File: config.mk
export PLATFORM = sky130hd
export DESIGN_NAME = keypad_scan_debounce
export DESIGN_NICKNAME = d
export VERILOG_FILES = /design/src/rtl/keypad_scan_debounce.sv
export SDC_FILE = /design/constraint.sdc
export NUM_CORES = 1
export LEC_CHECK = 0
export CAP_MARGIN = 40
export CORE_MARGIN = 1
export CORE_UTILIZATION = 51
export CTS_CLUSTER_DIAMETER = 30
export DETAILED_ROUTE_END_ITERATION = 7
export GPL_ROUTABILITY_DRIVEN = 0
export HOLD_SLACK_MARGIN = 0.06
export PLACE_DENSITY_LB_ADDON = 0.1
export SLEW_MARGIN = 20
export SYNTH_ARGS = -nofsm -noshare
export SYNTH_HDL_FRONTEND = slang
export SYNTH_SLANG_ARGS = --single-unit
File: constraint.sdc
create_clock -name clk -period 3.09 [get_ports clk]
set_clock_uncertainty 0.05 [all_clocks]
set_input_delay 0.309 -clock clk [delete_from_list [all_inputs] [get_ports clk]]
set_output_delay 0.309 -clock clk [all_outputs]
set_load 0.01 [all_outputs]
File: src/rtl/keypad_scan_debounce.sv
// keypad_scan_debounce: 4x4 keypad row scanner with press/release debounce and one-cycle key events.
// Define KEYPAD_REPEAT_EN to add auto-repeat of the held key (REPEAT_DELAY, REPEAT_RATE).
module keypad_scan_debounce #(
  parameter int SCAN_DIV = 4,
  parameter int DB_CYCLES = 8,
  parameter int CNT_W = 8
`ifdef KEYPAD_REPEAT_EN
  ,
  parameter int REPEAT_DELAY = 64,
  parameter int REPEAT_RATE = 16
`endif
) (
  input  logic       clk,
  input  logic       reset,
  input  logic [3:0] columns,
  output logic [3:0] rows,
  output logic [3:0] key_code,
  output logic       key_valid,
  output logic       key_held
);
  // Nibble {row, col} holds the hex code of that key; col 0 is the leftmost column.
  localparam logic [63:0] KEY_MAP = 64'hdf0e_c987_b654_a321;
  typedef enum logic [1:0] {SCAN, DEBOUNCE, HELD, RELEASE} state_t;
  state_t state;
  logic [3:0] sync1, col_s, low;
  logic [1:0] row, cand_col, low_col;
  logic [CNT_W-1:0] cnt;
  logic single, cand_low, dwell_end, db_end;
`ifdef KEYPAD_REPEAT_EN
  localparam int RW = $clog2(REPEAT_DELAY + 1);
  logic [RW-1:0] rep;
  logic rep_fire;
  assign rep_fire = rep == RW'(REPEAT_DELAY - 1);
`endif
  always_comb begin
    low = ~col_s;
    single = (low != 4'd0) && ((low & (low - 4'd1)) == 4'd0);
    low_col = low[0] ? 2'd0 : low[1] ? 2'd1 : low[2] ? 2'd2 : 2'd3;
    cand_low = ~col_s[cand_col];
    dwell_end = cnt == CNT_W'(SCAN_DIV - 1);
    db_end = cnt == CNT_W'(DB_CYCLES - 1);
  end
  always_ff @(posedge clk or posedge reset) begin
    if (reset) begin
      sync1 <= 4'hf;
      col_s <= 4'hf;
      state <= SCAN;
      row <= 2'd0;
      rows <= 4'b1110;
      cnt <= '0;
      cand_col <= 2'd0;
      key_code <= 4'h0;
      key_valid <= 1'b0;
      key_held <= 1'b0;
`ifdef KEYPAD_REPEAT_EN
      rep <= '0;
`endif
    end else begin
      sync1 <= columns;
      col_s <= sync1;
      key_valid <= 1'b0;
      case (state)
        SCAN:
          if (!dwell_end) cnt <= cnt + 1'b1;
          else if (single) begin
            state <= DEBOUNCE;
            cand_col <= low_col;
            cnt <= '0;
          end else begin
            row <= row + 1'b1;
            rows <= {rows[2:0], rows[3]};
            cnt <= '0;
          end
        DEBOUNCE:
          if (!cand_low) begin
            state <= SCAN;
            row <= row + 1'b1;
            rows <= {rows[2:0], rows[3]};
            cnt <= '0;
          end else if (db_end) begin
            state <= HELD;
            key_code <= KEY_MAP[{row, cand_col, 2'b00} +: 4];
            key_valid <= 1'b1;
            key_held <= 1'b1;
`ifdef KEYPAD_REPEAT_EN
            rep <= '0;
`endif
          end else cnt <= cnt + 1'b1;
        HELD:
          if (!cand_low) begin
            state <= RELEASE;
            cnt <= '0;
          end
`ifdef KEYPAD_REPEAT_EN
          else if (rep_fire) begin
            key_valid <= 1'b1;
            rep <= RW'(REPEAT_DELAY - REPEAT_RATE);
          end else rep <= rep + 1'b1;
`endif
        RELEASE:
          if (cand_low) state <= HELD;
          else if (db_end) begin
            state <= SCAN;
            row <= row + 1'b1;
            rows <= {rows[2:0], rows[3]};
            cnt <= '0;
            key_held <= 1'b0;
`ifdef KEYPAD_REPEAT_EN
            rep <= '0;
`endif
          end else cnt <= cnt + 1'b1;
      endcase
    end
  end
endmodule

; Word-level counts from Yosys, hierarchy flattened
; Cells that the tools add are included.
[totals]
inputBits = 6
output_inout_bits = 10
word_cells = 87
regBits = 32
[op_classes]
n_eq_ne = 17
n_bitwise = 3
n_reduce_logical = 12
order_cmp = 1
add_sub_neg = 3
shift = 1
muxes = 40
[ops]
columns = op, n
row1 = 64-bit by 7-bit variable part select with 4-bit output (first input constant), 1
row2 = 8-bit 2-to-1 mux, 6
row3 = 8-bit one-hot mux with 4 select lines, 1
row4 = 2-bit 2-to-1 mux, 14
row5 = 4-bit 2-to-1 mux, 5
row6 = 2-bit inequality test (second input constant), 9
row7 = 4-bit one-hot mux with 3 select lines, 1
row8 = 5-bit AND reduction, 2
row9 = 1-bit 2-to-1 mux, 9
row10 = 3-bit inequality test (second input constant), 3
row11 = 3-bit AND reduction, 3
row12 = 8-bit by 1-bit adder with 8-bit output (second input constant), 1
row13 = 8-bit by 2-bit == test with 1-bit output (second input constant), 1
row14 = 8-bit by 3-bit == test with 1-bit output (second input constant), 1
row15 = 2-bit one-hot mux with 4 select lines, 1
row16 = 2-bit one-hot mux with 3 select lines, 1
row17 = 6-bit AND reduction, 1
row18 = 4-bit bitwise AND, 1
row19 = 2-bit == test (second input constant), 2
row20 = 4-bit zero test, 1
row21 = 4-bit inverter, 1
row22 = 4-bit nonzero test, 1
row23 = 4-bit by 1-bit subtractor with 4-bit output (second input constant), 1
row24 = 2-bit by 3-bit < comparator with 1-bit output (second input constant), 1
row25 = other kinds (9), 9

; Depth between registers and ports, before layout
[depth]
ltp_word = 8
ltp_mapped = 8
mapped_depth_nobuf = 7

; Least setup slack after synthesis
; No wires, ideal clock.
[synth_path]
kind = register -> register
from = reg cnt[0]
to = reg cnt[3]
path_slack_ps = 1037
arrival_ps = 1939
required_time_ps = 2976
path_stages_with_launch = 8
path_cell_list = dfrtp_1 > ha_1 > and3b_1 > a311oi_1 > nor2_1 > buf_2 > nor4b_1 > a21o_1
[synth_between]
elab_chain_len = 4
[synth_rtl]
columns = item, line
row1 = from (decl), 27  ; logic [CNT_W-1:0] cnt;
row2 = from (signal assigned), 64  ; if (!dwell_end) cnt <= cnt + 1'b1;
row3 = from (signal assigned), 88  ; end else cnt <= cnt + 1'b1;
row4 = from (signal assigned), 111  ; end else cnt <= cnt + 1'b1;
row5 = 8-bit by 1-bit adder with 8-bit output or 8-bit by 3-bit == test with 1-bit output (tied branches), -
row6 = 8-bit 2-to-1 mux (on tied branches), "102, 80"
row7 = 8-bit 2-to-1 mux (on tied branches), "101, 75"
row8 = 8-bit one-hot mux with 4 select lines, 62  ; case (state)
; Several ways; a longest one is shown, not always the timed one. The select of a mux whose other input is x is not followed.
; A chain may end at the register's enable or synchronous reset.

; Final worst setup path
[layout_path]
from = reg cand_col[1]
to = reg cnt[7]
[layout_between]
elab_chain_len = 4
[layout_rtl]
columns = item, line
row1 = from (decl), 26  ; logic [1:0] row, cand_col, low_col;
row2 = from (signal assigned), 67  ; cand_col <= low_col;
row3 = 1-bit binary-select mux with 2-bit select *, 39  ; cand_low = ~col_s[cand_col];
row4 = 1-bit 2-to-1 mux (implied by the code) *, 39
row5 = "8-bit 2-to-1 mux, or another cell as far along", 75  ; if (!cand_low) begin
row6 = 8-bit one-hot mux with 4 select lines or 3-bit AND reduction (tied branches), -
; Every way passes the cells marked *; elsewhere a longest branch is shown, timed or not. The select of a mux whose other input is x is not followed.

==> results_dict.tcl <==
set metrics [dict create \
    signal_arrival_time_at_the_worst_endpoint_ns 2.61 \
    timing_hold_violations_final 0 \
    slew_viol_final 0 \
    ctsLongestPathBuffers 2 \
    cp_cell_sequence "mux4_2 > nor2_1 > nor4_1 > a211o_1" \
    finish.net_count 201 \
    grt_overflow 0 \
    first_pass_iters 4 \
    netlist_area_um2 1740 \
    crit_slowest_cell "sky130_fd_sc_hd__mux4_2" \
    clk_transition_reported_paths_ns 0.11 \
    detail_route.drc_violations 0 \
    rrSetupSlack_ns 0.67 \
    post_route_cells_drive_above_1_share_pct 19.5 \
    finalSetupViolCount 0 \
    tritoncts "done" \
    timing.critical_path.fanout_max 13 \
    p_sw_mw 0.586 \
    via_count_of_the_first_global_routing_pass 1248 \
    vias_per_cell 5.86 \
    p_leak_nw 0.919 \
    synthesized_nets 180 \
    post-route-min-period_ns 2.42 \
    top_signal_layer_used "met4" \
    synth-edff-count 0 \
    post_cts_resize_count 0 \
    crit_start "cand_col[1]$_DFFE_PP0P_" \
    cts_made_buffers 5 \
    num_antenna_cells 0 \
    wl_per_cell_um 13.5 \
    cap_violations 0 \
    maximum_number_of_pins_on_one_net_before_global_route_repair 15 \
    floorplan.die_area_um2 3660 \
    power_frac_comb_pct 42.3 \
    timing.critical_path.to_type "register" \
    tritoncts_num_sinks 32 \
    ant_nets 0 \
    floorplan.initialDensity_pct 55.3 \
    grtUsageTotal_pct 19.8 \
    hold_class "input port to async pin" \
    power_report.internal_total_mw 0.869 \
    tns_ns 0 \
    num_io_pins 16 \
    setup.worst_path.class "register to register" \
    yosys_warnings 0 \
    placed_cells 221 \
    detailroute.wirelength.met2_mm 1.52 \
    placeableCoreArea_um2 3150 \
    critPathLaunchType "register" \
    timing.slew.headroom_pct 47.2 \
    clkPwrFrac_pct 16.9 \
    cp.buffers_inverters 0 \
    via_count 1341 \
    area_growth_pct 15.9 \
    synth_cell_type_count 48 \
    sequential_share_of_the_synthesized_area_pct 46.7 \
    cts-root-buf "sky130_fd_sc_hd__clkbuf_4" \
    htree_levels 2 \
    critical_path.top_delay_family "simple AND/OR/NAND/NOR gates" \
    detail_route.iter0.violations 51 \
    cts_hold_buf 0 \
    async_flop_share_pct 100 \
    std_cell_rows 20 \
    syn-mean-instance-area_um2 10.7 \
    unrepaired_setup_endpoints_after_global_routing "no" \
    postCtsSetupBuffers 0 \
    worst_skew_pair.late_latency_ns 0.34 \
    port_buffers 15 \
    sw_frac_of_total_pct 40.3 \
    irDropWorstVdd_v 0.000422 \
    period_share_pct 78.5 \
    tightest_slew_ns 0.790 \
    detail_route.wirelength_mm 3.10 \
    launching_point_of_the_worst_reg2reg_path "cand_col[1]$_DFFE_PP0P_" \
    outcome "completed" \
    global_route_wire_length_before_repair_mm 5.31 \
    critical_path_required_ns 3.27 \
    detailroute.wirelength.met3_um 149 \
    post-dp-hpwl_mm 2.33 \
    netlist_instances 163 \
    pwr-share-seq_pct 40.8 \
    maximum_operating_frequency_mhz 412 \
    ys_ff_latch 32 \
    wirelength_met1_mm 1.38 \
    rr_worst_depth 4 \
    ys_dominant_reg_cell "sky130_fd_sc_hd__dfrtp_1" \
    die_height_um 60.5 \
    crit_path_max_incr_delay_ns 0.66 \
    powerDensity_nw_per_um2 720 \
    path_depth 4 \
    die_x_um 60.5 \
    number_of_antenna_violations_at_the_first_check_in_global_routing 0 \
    final_instance_count_excl_fillers 229 \
]
[sequential cells by signal, summed over array words and instances, names as in the netlist, named ones only]
name,flops
row,2
cnt,8
rows,4
key_code,4
cand_col,2
state,1
col_s,4
key_held,1
sync1,4
key_valid,1
[area by class of cell]
class | count | area, µm²
clock buffer | 5 | 37.5
tap | 44 | 55.1
multi-input combinational | 117 | 872
inverter | 9 | 33.8
clock inverter | 3 | 21.3
sequential | 32 | 815
fill | 274 | 1130
timing repair buffer | 19 | 188
[cell families after synthesis]
| group | share of synthesized area [%] |
|---|---|
| compound gates | 17.1 |
| buf+inv | 3.30 |
| fa+ha+maj | 7.89 |
| simple gates | 16.0 |
| mux | 7.46 |
| flops | 46.7 |
| xor+xnor | 1.51 |
[placed cells by master, fill, tap and decap left out, types with 4 or more instances in the layout]
cell type | Yosys | layout
sky130_fd_sc_hd__ha_1 | 11 | 11
sky130_fd_sc_hd__o21ai_0 | 6 | 6
sky130_fd_sc_hd__nand2_1 | 13 | 13
sky130_fd_sc_hd__a211o_1 | 4 | 4
sky130_fd_sc_hd__a21oi_1 | 8 | 8
sky130_fd_sc_hd__nand3_1 | 4 | 4
sky130_fd_sc_hd__nor4_1 | 4 | 4
sky130_fd_sc_hd__dfrtp_1 | 21 | 21
sky130_fd_sc_hd__mux2_2 | 6 | 6
sky130_fd_sc_hd__nor2_1 | 13 | 13
sky130_fd_sc_hd__clkbuf_4 | 0 | 5
sky130_fd_sc_hd__clkdlybuf4s50_1 | 0 | 15
sky130_fd_sc_hd__nor3_1 | 4 | 4
sky130_fd_sc_hd__inv_1 | 9 | 9
sky130_fd_sc_hd__dfstp_2 | 11 | 11
sky130_fd_sc_hd__mux2i_1 | 4 | 4
[synthesized netlist by cell type, types with 2 or more instances]
cell type | instances | area share [%]
sky130_fd_sc_hd__a31oi_1 | 2 | 0.72
sky130_fd_sc_hd__inv_1 | 9 | 1.9
sky130_fd_sc_hd__nand2_1 | 13 | 2.8
sky130_fd_sc_hd__mux2_2 | 6 | 3.9
sky130_fd_sc_hd__o22ai_1 | 2 | 0.72
sky130_fd_sc_hd__dfrtp_1 | 21 | 30
sky130_fd_sc_hd__nor4_1 | 4 | 1.4
sky130_fd_sc_hd__nand3_1 | 4 | 1.1
sky130_fd_sc_hd__a211o_1 | 4 | 2.0
sky130_fd_sc_hd__o31ai_1 | 3 | 1.3
sky130_fd_sc_hd__o21ai_0 | 6 | 1.7
sky130_fd_sc_hd__and4_1 | 2 | 1.0
sky130_fd_sc_hd__a21o_1 | 2 | 0.86
sky130_fd_sc_hd__nor2_1 | 13 | 2.8
sky130_fd_sc_hd__dfstp_2 | 11 | 17
sky130_fd_sc_hd__ha_1 | 11 | 7.9
sky130_fd_sc_hd__nor3_1 | 4 | 1.1
sky130_fd_sc_hd__clkbuf_1 | 3 | 0.65
sky130_fd_sc_hd__and3_1 | 2 | 0.72
sky130_fd_sc_hd__xnor2_1 | 2 | 1.0
sky130_fd_sc_hd__a221oi_1 | 2 | 1.0
sky130_fd_sc_hd__mux2i_1 | 4 | 2.3
sky130_fd_sc_hd__a21oi_1 | 8 | 2.3
[per-stage QoR]
step / hold WS [ns] / util [%] / power (mW) / instance area (µm²) / setup WS (ns)
after floorplan: 0.263 / - / 1.08 / 1740 / 1.04
after global placement: 0.298 / 61.8 / 1.19 / 1950 / 0.774
after detailed placement: 0.297 / 62.3 / 1.21 / 1960 / 0.699
after CTS: 0.278 / 64.1 / 1.47 / 2020 / 0.682
after global routing: 0.292 / 64.1 / 1.58 / 2020 / 0.440
final: 0.256 / 64.1 / 1.46 / 2020 / 0.665
[per-layer routing]
layer	up-vias	track usage (%)
li1	643	-
met1	649	23.9
met2	41	32.2
met3	8	5.12
met4	0	11.4
met5	-	0
[power groups by stage]
| stage | clock network (mW) | logic [mW] | registers (mW) |
|---|---|---|---|
| 2_1_floorplan | 0 | 0.514 | 0.561 |
| 3_3_place_gp | 0 | 0.596 | 0.595 |
| 3_5_place_dp | 0 | 0.614 | 0.600 |
| 4_1_cts | 0.254 | 0.619 | 0.592 |
| 5_1_grt | 0.276 | 0.697 | 0.605 |
| 6_report | 0.247 | 0.615 | 0.593 |
[path summary, 6_finish.rpt]
| path | endpoint |
|---|---|
| max reg2reg | cnt[7]$_DFFE_PP0P_ |
| max | cnt[7]$_DFFE_PP0P_ |
| max in group asynchronous | col_s[3]$_DFF_PP1_ |
| min | rows[0]$_DFFE_PP0P_ |
| min reg2reg | col_s[1]$_DFF_PP1_ |
| min in group clk | col_s[1]$_DFF_PP1_ |
Note: power is estimated with default switching activity, not from simulation.
